**src/rtl/matrix_mac_engine_pkg.sv**
```systemverilog
// matrix_mac_engine_pkg: shared state encoding, width helpers and readout clamp
package matrix_mac_engine_pkg;

    typedef enum logic [2:0] {
        S_LOAD_A,
        S_LOAD_B,
        S_WAIT,
        S_COMPUTE,
        S_DONE,
        S_RESULT
    } state_t;

    localparam int DECIMAL_CLAMP = 9;

    function automatic int acc_width(input int n, input int dw);
        return 2 * dw + $clog2(n);
    endfunction

    function automatic int idx_width(input int n);
        return $clog2(2 * n * n);
    endfunction

    function automatic int sel_width(input int n);
        return $clog2(n);
    endfunction

endpackage

```
**src/rtl/matrix_mac_unit.sv**
```systemverilog
// matrix_mac_unit: unsigned DW x DW multiplier feeding an ACCW accumulator
module matrix_mac_unit #(
    parameter int DW   = 4,
    parameter int ACCW = 9
) (
    input  logic            clk,
    input  logic            rst_n,
    input  logic            clr,
    input  logic            en,
    input  logic            first,
    input  logic [DW-1:0]   a,
    input  logic [DW-1:0]   b,
    output logic [ACCW-1:0] sum
);

    logic [2*DW-1:0] prod;
    logic [ACCW-1:0] acc_q, acc_d;

    assign prod = {{DW{1'b0}}, a} * {{DW{1'b0}}, b};

    // first term loads the product, later terms add to the running sum
    always_comb begin
        sum   = first ? ACCW'(prod) : acc_q + ACCW'(prod);
        acc_d = clr ? '0 : (en ? sum : acc_q);
    end

    // accumulator register
    always_ff @(posedge clk or negedge rst_n) begin
        if (!rst_n) acc_q <= '0;
        else        acc_q <= acc_d;
    end

endmodule

```
**src/rtl/matrix_mac_engine.sv**
```systemverilog
// matrix_mac_engine: NxN unsigned matrix multiply with serial operand load and one MAC
module matrix_mac_engine
    import matrix_mac_engine_pkg::*;
#(
    parameter int N    = 2,
    parameter int DW   = 4,
    parameter int ACCW = acc_width(N, DW)
) (
    input  logic                      clk,
    input  logic                      rst_n,
    input  logic                      clear,
    input  logic                      load_valid,
    input  logic [DW-1:0]             load_data,
    output logic                      load_ready,
    output logic [idx_width(N)-1:0]   load_idx,
    input  logic                      start,
    output logic                      busy,
    output logic                      done,
    output logic                      result_valid,
    input  logic [sel_width(N)-1:0]   rd_row,
    input  logic [sel_width(N)-1:0]   rd_col,
    output logic [ACCW-1:0]           rd_data,
    output logic [3:0]                rd_digit
);

    localparam int IW = idx_width(N);
    localparam int RW = sel_width(N);
    localparam int NN = N * N;

    state_t          state_q, state_d;
    logic [IW-1:0]   load_idx_q, load_idx_d;
    logic [RW-1:0]   i_q, i_d, j_q, j_d, k_q, k_d;
    logic [DW-1:0]   a_q [NN];
    logic [DW-1:0]   a_d [NN];
    logic [DW-1:0]   b_q [NN];
    logic [DW-1:0]   b_d [NN];
    logic [ACCW-1:0] c_q [NN];
    logic [ACCW-1:0] c_d [NN];
    logic [DW-1:0]   a_op, b_op;
    logic [ACCW-1:0] mac_sum;
    logic            mac_en, mac_first;

    assign load_ready   = (state_q == S_LOAD_A) || (state_q == S_LOAD_B);
    assign busy         = state_q == S_COMPUTE;
    assign done         = state_q == S_DONE;
    assign result_valid = state_q == S_RESULT;
    assign load_idx     = load_idx_q;
    assign mac_en       = busy;
    assign mac_first    = k_q == '0;
    assign rd_digit     = (rd_data > ACCW'(DECIMAL_CLAMP)) ? 4'(DECIMAL_CLAMP) : rd_data[3:0];

    // pick A[i][k] and B[k][j] for the current MAC step
    always_comb begin
        a_op = '0;
        b_op = '0;
        for (int r = 0; r < N; r++)
            for (int c = 0; c < N; c++) begin
                if (i_q == RW'(r) && k_q == RW'(c)) a_op = a_q[r*N+c];
                if (k_q == RW'(r) && j_q == RW'(c)) b_op = b_q[r*N+c];
            end
    end

    // combinational random-access readout of C
    always_comb begin
        rd_data = '0;
        for (int r = 0; r < N; r++)
            for (int c = 0; c < N; c++)
                if (rd_row == RW'(r) && rd_col == RW'(c)) rd_data = c_q[r*N+c];
    end

    // FSM next state, load/loop counters and register file updates; clear wins over all
    always_comb begin
        state_d    = state_q;
        load_idx_d = load_idx_q;
        i_d        = i_q;
        j_d        = j_q;
        k_d        = k_q;
        a_d        = a_q;
        b_d        = b_q;
        c_d        = c_q;
        if (clear) begin
            state_d    = S_LOAD_A;
            load_idx_d = '0;
            i_d        = '0;
            j_d        = '0;
            k_d        = '0;
            for (int e = 0; e < NN; e++) begin
                a_d[e] = '0;
                b_d[e] = '0;
                c_d[e] = '0;
            end
        end else begin
            case (state_q)
                S_LOAD_A, S_LOAD_B: begin
                    if (load_valid) begin
                        for (int e = 0; e < NN; e++) begin
                            if (load_idx_q == IW'(e))      a_d[e] = load_data;
                            if (load_idx_q == IW'(NN + e)) b_d[e] = load_data;
                        end
                        load_idx_d = load_idx_q + IW'(1);
                        if (load_idx_q == IW'(NN - 1)) state_d = S_LOAD_B;
                        if (load_idx_q == IW'(2*NN - 1)) begin
                            state_d    = S_WAIT;
                            load_idx_d = '0;
                        end
                    end
                end
                S_WAIT, S_RESULT: begin
                    if (start) begin
                        state_d = S_COMPUTE;
                        i_d     = '0;
                        j_d     = '0;
                        k_d     = '0;
                    end
                end
                S_COMPUTE: begin
                    k_d = k_q + RW'(1);
                    if (k_q == RW'(N - 1)) begin
                        k_d = '0;
                        for (int r = 0; r < N; r++)
                            for (int c = 0; c < N; c++)
                                if (i_q == RW'(r) && j_q == RW'(c)) c_d[r*N+c] = mac_sum;
                        j_d = j_q + RW'(1);
                        if (j_q == RW'(N - 1)) begin
                            j_d = '0;
                            i_d = i_q + RW'(1);
                            if (i_q == RW'(N - 1)) begin
                                i_d     = '0;
                                state_d = S_DONE;
                            end
                        end
                    end
                end
                S_DONE:  state_d = S_RESULT;
                default: state_d = S_LOAD_A;
            endcase
        end
    end

    // state, counters and operand/result storage
    always_ff @(posedge clk or negedge rst_n) begin
        if (!rst_n) begin
            state_q    <= S_LOAD_A;
            load_idx_q <= '0;
            i_q        <= '0;
            j_q        <= '0;
            k_q        <= '0;
            for (int e = 0; e < NN; e++) begin
                a_q[e] <= '0;
                b_q[e] <= '0;
                c_q[e] <= '0;
            end
        end else begin
            state_q    <= state_d;
            load_idx_q <= load_idx_d;
            i_q        <= i_d;
            j_q        <= j_d;
            k_q        <= k_d;
            a_q        <= a_d;
            b_q        <= b_d;
            c_q        <= c_d;
        end
    end

    matrix_mac_unit #(
        .DW   (DW),
        .ACCW (ACCW)
    ) u_mac (
        .clk   (clk),
        .rst_n (rst_n),
        .clr   (clear),
        .en    (mac_en),
        .first (mac_first),
        .a     (a_op),
        .b     (b_op),
        .sum   (mac_sum)
    );

endmodule

```
**config.mk**
```make
export PLATFORM = sky130hd
export DESIGN_NAME = matrix_mac_engine
export DESIGN_NICKNAME = d
export VERILOG_FILES = /design/src/rtl/matrix_mac_engine_pkg.sv /design/src/rtl/matrix_mac_unit.sv /design/src/rtl/matrix_mac_engine.sv
export SDC_FILE = /design/constraint.sdc
export NUM_CORES = 1
export LEC_CHECK = 0
export CORE_MARGIN = 2
export CORE_UTILIZATION = 55
export DETAILED_ROUTE_END_ITERATION = 12
export PLACE_DENSITY = 0.77
export SLEW_MARGIN = 5
export SYNTH_ARGS = -nofsm -noshare
export SYNTH_HDL_FRONTEND = slang
export SYNTH_SLANG_ARGS = --single-unit
```
**constraint.sdc**
```tcl
create_clock -name clk -period 6.25 [get_ports clk]
set_input_delay 1.25 -clock clk [delete_from_list [all_inputs] [get_ports clk]]
set_output_delay 1.25 -clock clk [all_outputs]
set_load 0.03 [all_outputs]
```
==> results.sh, run 1 <==
export IMPL_syn_cell_area_um2=5210
export IMPL_pin_count=31
export IMPL_start_kind="primary input"
export IMPL_synth_nets=547
export IMPL_htree_levels=3
export IMPL_gp_congestion=0.845
export IMPL_die_w_um=101
export IMPL_antenna_left=0
export IMPL_critPathRequiredTime_ns=5.00
export IMPL_cpPeakStageDelay_ns=0.78
export IMPL_cts_tree="built"
export IMPL_drc=0
export IMPL_path_max_fanout=9
export IMPL_post_drt_via_cell_ratio=6.15
export IMPL_clock_root_buffer="clkbuf_8"
export IMPL_worst_pin_slew_ns=0.895
export IMPL_drive_above_1_share=0.118
export IMPL_final_cell_mix="dfrtp_1, nand2_1, nor2_1"
export IMPL_synth_cell_types=60
export IMPL_cap_violations=0
export IMPL_dp_slack_ns=0.701
export IMPL_rsz0062_at_grt="no"
export IMPL_initial_utilization=0.566
export IMPL_final_max_slew_viol_count=0
export IMPL_grt_pass1_wl_um=19100
export IMPL_hold_buffers=0
export IMPL_setup_slack_ns=0.710
export IMPL_ys_flop_type="dfrtp_1"
export IMPL_antenna_cells=0
export IMPL_leakage_uw=0.00271
export IMPL_coreArea_um2=9200
export IMPL_stdcell_area_um2=5720
export IMPL_dr_pass1_iters=5
export IMPL_synth_edf_count=0
export IMPL_grtUsageTotal=0.238
export IMPL_syn2layout_area_growth_pct=9.87
export IMPL_clockBufferDepth=2
export IMPL_drt_initial_drc_count=221
export IMPL_worstPathCellList="clkdlybuf4s50_1, mux4_2, or4_1, or4b_1, clkdlybuf4s50_1"
export IMPL_insertion_delay_ns=0.37
export IMPL_grt_ovfl_total=0
export IMPL_cts_buffers=9
export IMPL_fin_crit_ns=5.54
export IMPL_setup_violations=0
export IMPL_status="complete, no violations"
export IMPL_die_area_um2=10300
export IMPL_final_common_cell="dfrtp_1"
export IMPL_wl_per_cell_um=17.7
export IMPL_clkSinkCount=86
export IMPL_antenna_found_initial=0
export IMPL_crit_family="buffers and inverters"
export IMPL_grt_max_degree=65
export IMPL_critPathCaptureType="output pin"
export IMPL_powerDensity_nw_per_um2=182
export IMPL_ys_warn_count=0
export IMPL_cts_setup_buffers=0
export IMPL_die_h_um=101
export IMPL_finalClockSkew_ns=0.0120
export IMPL_vias=3910
export IMPL_ys_async_sr_fraction=1.00
export IMPL_synth_seq_cells=86
export IMPL_placed_cell_area_um2=5540
export IMPL_min_period_over_period=0.886
export IMPL_cpMaxStageDelayCell="clkdlybuf4s50_1"
export IMPL_fillers=755
export IMPL_finalHoldViolCount=0
export IMPL_vdd_drop_max_v=0.000128
export IMPL_post_cts_resized=0
export IMPL_critical_path_class="primary input to output pin"
export IMPL_grt_pass1_vias=3929
export IMPL_finalSetupTns_ns=0
export IMPL_total_power_uw=1040
export IMPL_max_freq_mhz=181
export IMPL_arrival_ns=4.29
export IMPL_cp_num_buf_inv=2
export IMPL_ys_seq_area_frac=0.413
export IMPL_routed_wl_um=11200
export IMPL_clkTransAtPathRegs_ns=0.10
export IMPL_critPathMostFrequentCell="clkdlybuf4s50_1"
export IMPL_portBuffers=30
export IMPL_place_hpwl_um=8100
export IMPL_nets=562
export IMPL_synth_avg_cell_area_um2=10.3
export IMPL_row_count=35
export IMPL_hold_class="flip-flop to flip-flop"
export IMPL_slew_headroom=0.401
export IMPL_netlist_instances=505
-- metrics by stage --
step                      utilization  std cells  hold slack [ns]
after floorplan                     -        505            0.440
after CTS                       0.622        636            0.484
after global placement          0.603        620            0.455
after detailed placement        0.603        620            0.461
final                           0.622        636            0.479
after global routing            0.622        636            0.497
-- layer usage --
| layer | GRT usage | part of all wire | vias up |
|---|---|---|---|
| met3 | 0.0407 | 0.049 | 16 |
| met4 | 0.0800 | 0.013 | 0 |
| met1 | 0.336 | 0.46 | 1939 |
| met5 | 0 | 0 | - |
| met2 | 0.377 | 0.48 | 103 |
| li1 | - | - | 1852 |
-- cell type report --
cell class	count	area [um2]	share of cell area
well taps	111	139	0.0243
inverters	24	90.1	0.0157
flip-flops and latches	86	2150	0.376
clock buffers	9	124	0.0216
multi-input cells	363	2820	0.493
repair buffers	36	338	0.0590
clock inverters	7	56.3	0.00984
-- sequential cells by signal, indices dropped and copies added (netlist names) --
register     flops
i_q              1
j_q              1
u_mac.acc_q      9
k_q              1
b_q             16
a_q             16
load_idx         3
state_q          3
c_q             36
-- report_power, final --
group | switching (uW) | internal, uW | total, uW
combinational | 59.5 | 34.0 | 93.4
sequential | 9.81 | 564 | 574
clock | 222 | 151 | 373
-- tightest hold or removal path, cell delays in order (launching register included) --
cell and delay [ns]:
dfrtp_1 0.35, nand2_1 0.05, o31ai_1 0.05
-- cell usage after synthesis, types with 3 or more instances --
master | instances | area share
buf_2 | 4 | 0.0038
a2111oi_0 | 3 | 0.0050
buf_1 | 3 | 0.0022
dfrtp_1 | 86 | 0.41
nand3_1 | 20 | 0.019
o21ai_0 | 16 | 0.015
or3_1 | 4 | 0.0048
nor3_1 | 9 | 0.0086
ha_1 | 26 | 0.062
or4_1 | 4 | 0.0058
a211oi_1 | 10 | 0.014
a21oi_1 | 21 | 0.020
nor3b_1 | 4 | 0.0058
and2_1 | 18 | 0.022
o211ai_1 | 3 | 0.0043
fa_1 | 5 | 0.019
o31ai_1 | 8 | 0.012
mux2i_1 | 25 | 0.048
a221oi_1 | 3 | 0.0050
mux4_2 | 11 | 0.048
nor2_1 | 45 | 0.032
mux4_1 | 6 | 0.030
nand2_1 | 47 | 0.034
a21o_1 | 4 | 0.0058
nand2b_1 | 4 | 0.0048
a31oi_1 | 4 | 0.0048
clkbuf_1 | 23 | 0.017
nor2b_1 | 8 | 0.0096
inv_1 | 24 | 0.017
mux2_2 | 20 | 0.043
-- kinds of logic (layout without fill, tap and decap cells) --
logic type,Yosys count,count (layout),share of synthesized area
and+or+nand+nor,174,174,0.163
AOI/OAI and AO/OA,94,94,0.125
DFF,86,86,0.413
muxes,62,62,0.169
buffers and inverters,56,76,0.0447
adders and majority gates,31,31,0.0817
xor gates and xnor gates,2,2,0.00336
-- path summary, 6_finish.rpt --
kind                       cells past startpoint  slack (ns)     endpoint  startpoint
max in group asynchronous                      2        4.39      b_q[12]       rst_n
max reg2reg                                   15        1.10       c_q[8]         k_q
min in group asynchronous                      1        0.80      c_q[31]       rst_n
max                                            5        0.71  rd_digit[0]      rd_col
min reg2reg                                    2        0.48      c_q[29]     c_q[29]
min                                            2        0.48      c_q[29]     c_q[29]
(Power assumes the default switching activity.)
==> inputs of run 2 (changes only) <==
Settings changed: MAX_ROUTING_LAYER set to met4.
==> run 2 against run 1 <==
Against the previous run:
- maximum frequency down 0.37%
- count of clock-buffer cells in the layout stayed put
- final cell count is the same
- routed wire length shrank 0.33%
- clock skew up 0.0016 ns
- power is 0.21% lower
- flip-flop and latch count stayed put
- non-clock buffer count stayed put
- die area did not move
- highest routed layer unchanged
==> results.sh, run 2 (synthesis gave the netlist of run 1 again) <==
export IMPL_register_area_um2=2150
export IMPL_post_drt_via_cell_ratio=6.14
export IMPL_portBuffers=30
export IMPL_p_int_uw=749
export IMPL_hp_start="c_q[29]"
export IMPL_pin_count=31
export IMPL_coreArea_um2=9200
export IMPL_initial_utilization=0.566
export IMPL_cp_num_buf_inv=2
export IMPL_post_cts_resized=0
export IMPL_drive_above_1_share=0.118
export IMPL_worst_hold_slack_ns=0.483
export IMPL_die_w_um=101
export IMPL_rsz0062_at_grt="no"
export IMPL_slew_headroom=0.392
export IMPL_die_h_um=101
export IMPL_final_max_slew_viol_count=0
export IMPL_grt_pass1_wl_um=19200
export IMPL_drt_initial_drc_count=225
export IMPL_vdd_drop_max_v=0.000128
export IMPL_clockPowerShare=0.357
export IMPL_arrival_ns=4.31
export IMPL_p_sw_frac=0.279
export IMPL_cts_tree="built"
export IMPL_min_period_over_period=0.890
export IMPL_grt_pass1_vias=3932
export IMPL_power_frac_comb=0.090
export IMPL_hold_path_end="c_q[29]"
export IMPL_finalSetupTns_ns=0
export IMPL_largest_register_ff_count=36
export IMPL_hold_class="flip-flop to flip-flop"
export IMPL_whs_path_depth=2
export IMPL_grt_max_degree=65
export IMPL_place_hpwl_um=8100
export IMPL_reg_largest_list="c_q: 36 flops, a_q: 16 flops, b_q: 16 flops"
export IMPL_antenna_found_initial=0
export IMPL_r2r_start="k_q"
export IMPL_vias=3904
export IMPL_dr_pass1_iters=5
export IMPL_final_common_cell="dfrtp_1"
export IMPL_antenna_cells=0
export IMPL_status="complete, no violations"
export IMPL_cpPeakStageDelay_ns=0.80
export IMPL_finalHoldViolCount=0
export IMPL_drc=0
export IMPL_max_freq_mhz=180
export IMPL_row_count=35
export IMPL_seqPwrFrac=0.553
export IMPL_grtUsageTotal=0.246
export IMPL_p_sw_uw=289
export IMPL_total_power_uw=1040
export IMPL_syn2layout_area_growth_pct=9.87
export IMPL_r2r_setup_slack_ns=1.08
export IMPL_nets=562
export IMPL_htree_levels=3
export IMPL_setup_violations=0
export IMPL_cts_buffers=9
export IMPL_clkTransAtPathRegs_ns=0.10
export IMPL_fillers=755
export IMPL_antenna_left=0
export IMPL_cap_violations=0
export IMPL_die_area_um2=10300
export IMPL_fin_crit_ns=5.56
export IMPL_multi_input_area_um2=2820
export IMPL_worstPathCellList="clkdlybuf4s50_1, mux4_2, or4_1, or4b_1, clkdlybuf4s50_1"
export IMPL_grt_ovfl_total=0
export IMPL_start_kind="primary input"
export IMPL_cts_setup_buffers=0
export IMPL_final_cell_mix="dfrtp_1, nand2_1, nor2_1"
export IMPL_finalClockSkew_ns=0.0136
export IMPL_clock_root_buffer="clkbuf_8"
export IMPL_gp_congestion=0.858
export IMPL_critPathRequiredTime_ns=5.00
export IMPL_critPathCaptureType="output pin"
export IMPL_powerDensity_nw_per_um2=181
export IMPL_cpMaxStageDelayCell="clkdlybuf4s50_1"
export IMPL_rr_worst_depth=15
export IMPL_critPathMostFrequentCell="clkdlybuf4s50_1"
export IMPL_routed_wl_um=11200
export IMPL_crit_family="buffers and inverters"
export IMPL_clkSinkCount=86
export IMPL_dp_slack_ns=0.701
export IMPL_insertion_delay_ns=0.36
export IMPL_clockBufferDepth=2
export IMPL_hold_buffers=0
export IMPL_path_max_fanout=9
export IMPL_wl_per_cell_um=17.6
export IMPL_worst_pin_slew_ns=0.909
export IMPL_setup_slack_ns=0.690
export IMPL_top_register="c_q"
export IMPL_r2r_end="c_q[8]"
export IMPL_leakage_uw=0.00271
export IMPL_critical_path_class="primary input to output pin"
-- run 2: per-stage QoR --
step,cell area (um2),cells,utilization
detailed placement,5540,620,0.603
floorplan,5210,505,-
global route,5720,636,0.622
finish,5720,636,0.622
global placement,5540,620,0.603
CTS,5720,636,0.622
-- run 2: worst min-delay path, stage by stage, from the launching register on --
cell and delay [ns]:
dfrtp_1 0.35, nand2_1 0.05, o31ai_1 0.05
-- run 2: worst max path at each step --
| stage | endpoint | cells past startpoint | slack, ns | from |
|---|---|---|---|---|
| 2_1_floorplan | c_q[34] | 18 | 1.47 | k_q |
| 3_3_place_gp | rd_digit[0] | 5 | 0.78 | rd_col |
| 3_5_place_dp | rd_digit[0] | 5 | 0.70 | rd_col |
| 4_1_cts | rd_digit[0] | 5 | 0.69 | rd_col |
| 5_1_grt | rd_digit[0] | 5 | 0.58 | rd_col |
| 6_report | rd_digit[0] | 5 | 0.69 | rd_col |
-- run 2: metal layers --
| layer | up-vias | share of wire | global-route usage | wire length [um] |
|---|---|---|---|---|
| met1 | 1934 | 0.45 | 0.336 | 5080 |
| met5 | - | 0 | - | 0 |
| met4 | 0 | 0.0083 | 0.0800 | 93 |
| met2 | 103 | 0.49 | 0.377 | 5470 |
| li1 | 1857 | - | - | - |
| met3 | 10 | 0.050 | 0.0407 | 557 |
-- run 2: final cells by class --
cell class | instances | share of cell area
flip-flops and latches | 86 | 0.376
clock buffers | 9 | 0.0216
well taps | 111 | 0.0243
repair buffers | 36 | 0.0590
multi-input cells | 363 | 0.493
clock inverters | 7 | 0.00984
inverters | 24 | 0.0157
-- run 2: power by group through the flow --
stage / Combinational (uW) / Clock (uW) / Sequential (uW)
finish: 93.5 / 371 / 574
global route: 104 / 406 / 575
CTS: 94.4 / 378 / 574
detailed placement: 93.9 / 0 / 585
global placement: 91.4 / 0 / 585
floorplan: 60.3 / 0 / 582
==> inputs of run 3 (changes only) <==
--- a/config.mk
+++ b/config.mk
@@ -7,8 +7,8 @@
 export LEC_CHECK = 0
 export CORE_MARGIN = 2
-export CORE_UTILIZATION = 55
+export CORE_UTILIZATION = 45
 export DETAILED_ROUTE_END_ITERATION = 12
 export MAX_ROUTING_LAYER = met4
-export PLACE_DENSITY = 0.77
+export PLACE_DENSITY = 0.65
 export SLEW_MARGIN = 5
 export SYNTH_ARGS = -nofsm -noshare
==> constraint.sdc (replaced) <==
create_clock -name clk -period 6.25 [get_ports clk]
set_input_delay 0.9375 -clock clk [delete_from_list [all_inputs] [get_ports clk]]
set_output_delay 0.9375 -clock clk [all_outputs]
set_load 0.03 [all_outputs]
==> run 3 against run 2 <==
Against the previous run:
- register-to-register slack got worse by 0.09 ns
- global-route usage is 4.8 points lower
- highest routed layer unchanged
- power is 16% higher
- critical endpoint is now c_q[7]
- maximum frequency grew 5.8%
- flip-flop and latch count is the same
- non-clock buffer count shrank 1
- critical path depth rose by 10
- count of clock-buffer cells in the layout did not move
- clock skew shrank 0.0032 ns
- utilization fell by 11 points
- die area up 21%
==> results.sh, run 3 (synthesis gave the netlist of run 1 again) <==
export IMPL_grt_max_degree=69
export IMPL_cap_violations=0
export IMPL_post_cts_resized=0
export IMPL_finalClockSkew_ns=0.0104
export IMPL_min_period_over_period=0.841
export IMPL_vias=3861
export IMPL_slew_headroom=0.328
export IMPL_reg_largest_list="c_q: 36 flops, a_q: 16 flops, b_q: 16 flops"
export IMPL_status="complete, no violations"
export IMPL_routed_wl_um=11400
export IMPL_drc=0
export IMPL_clockBufferDepth=2
export IMPL_fin_crit_ns=5.26
export IMPL_worst_pin_slew_ns=1.01
export IMPL_gp_congestion=0.875
export IMPL_cts_setup_buffers=0
export IMPL_portBuffers=30
export IMPL_path_max_fanout=25
export IMPL_die_area_um2=12500
export IMPL_drive_above_1_share=0.116
export IMPL_critical_path_class="flip-flop to flip-flop"
export IMPL_initial_utilization=0.458
export IMPL_clock_root_buffer="clkbuf_16"
export IMPL_critPathRequiredTime_ns=6.53
export IMPL_drt_initial_drc_count=261
export IMPL_grt_ovfl_total=0
export IMPL_r2r_start="k_q"
export IMPL_cts_tree="built"
export IMPL_grt_pass1_vias=3705
export IMPL_grt_pass1_wl_um=19100
export IMPL_finalSetupTns_ns=0
export IMPL_leakage_uw=0.00275
export IMPL_htree_levels=3
export IMPL_rsz0062_at_grt="no"
export IMPL_hold_buffers=0
export IMPL_die_h_um=112
export IMPL_antenna_found_initial=0
export IMPL_antenna_cells=0
export IMPL_pin_count=31
export IMPL_cts_buffers=9
export IMPL_placedCellCount=651
export IMPL_largest_register_ff_count=36
export IMPL_max_freq_mhz=190
export IMPL_antenna_left=0
export IMPL_final_max_slew_viol_count=0
export IMPL_final_cell_mix="dfrtp_1, nand2_1, nor2_1"
export IMPL_row_count=39
export IMPL_placed_cell_area_um2=5580
export IMPL_vdd_drop_max_v=0.000220
export IMPL_grtUsageTotal=0.197
export IMPL_syn2layout_area_growth_pct=12.8
export IMPL_clkTransAtPathRegs_ns=0.07
export IMPL_insertion_delay_ns=0.35
export IMPL_hold_class="primary input to asynchronous set/reset pin"
export IMPL_final_common_cell="dfrtp_1"
export IMPL_coreArea_um2=11400
export IMPL_fin_cells=667
export IMPL_wl_per_cell_um=17.1
export IMPL_powerDensity_nw_per_um2=205
export IMPL_top_register="c_q"
export IMPL_setup_violations=0
export IMPL_critPathCaptureType="flip-flop"
export IMPL_dr_pass1_iters=5
export IMPL_place_hpwl_um=8200
export IMPL_start_kind="flip-flop"
export IMPL_die_w_um=112
export IMPL_stdcell_area_um2=5870
export IMPL_finalHoldViolCount=0
export IMPL_clkSinkCount=86
export IMPL_rr_worst_depth=15
export IMPL_arrival_ns=5.54
export IMPL_startpoint="k_q"
export IMPL_nets=561
export IMPL_post_drt_via_cell_ratio=5.79
==> run 3: final cells by class <==
type	instances	area, um2
clock buffer	9	225
clock inverter	7	72.6
fill	1017	5500
inverter	24	90.1
multi-input combinational	363	2820
sequential	86	2150
tap	143	179
timing repair buffer	35	330
==> run 3: worst paths after layout <==
kind                           end  slack [ns]
hold / removal             c_q[31]        0.45
hold reg to reg            c_q[30]        0.47
max in group asynchronous  b_q[10]        4.66
setup / recovery            c_q[7]        0.99
setup reg to reg            c_q[7]        0.99
min in group clk           c_q[30]        0.47
==> run 3: where the power goes <==
part / leakage (uW) / switching [uW] / internal (uW)
Combinational: 0.00141 / 59.8 / 34.0
Clock: 0.000142 / 227 / 310
Sequential: 0.00119 / 10.6 / 565
Total: 0.00275 / 298 / 909
==> run 3: layer usage <==
metal / track usage / routed length (um) / up-vias
met2: 0.282 / 5180 / 91
met5: - / 0 / -
li1: - / - / 1855
met4: 0.0444 / 116 / 0
met1: 0.288 / 5610 / 1906
met3: 0.0468 / 472 / 9
==> run 3: stage by stage <==
| stage | hold slack, ns | setup WS, ns | util | total power, uW |
|---|---|---|---|---|
| after floorplan | 0.440 | 1.47 | - | 642 |
| after global placement | 0.453 | 1.11 | 0.490 | 678 |
| after detailed placement | 0.459 | 1.00 | 0.490 | 680 |
| after CTS | 0.448 | 0.968 | 0.517 | 1220 |
| after global routing | 0.457 | 0.602 | 0.517 | 1260 |
| final | 0.452 | 0.994 | 0.517 | 1210 |
==> run 3: critical path, stage by stage, from the launching register on <==
cell and delay [ns]:
dfrtp_1 1.01, mux4_2 0.64, nand2_1 0.11, fa_1 0.42
inv_1 0.09, fa_1 0.41, ha_1 0.33, a21o_1 0.18
a211oi_1 0.25, nor2_1 0.09, ha_1 0.37, a21o_1 0.25
a31o_2 0.22, or4_1 0.49, nand3_1 0.16, mux2_2 0.17
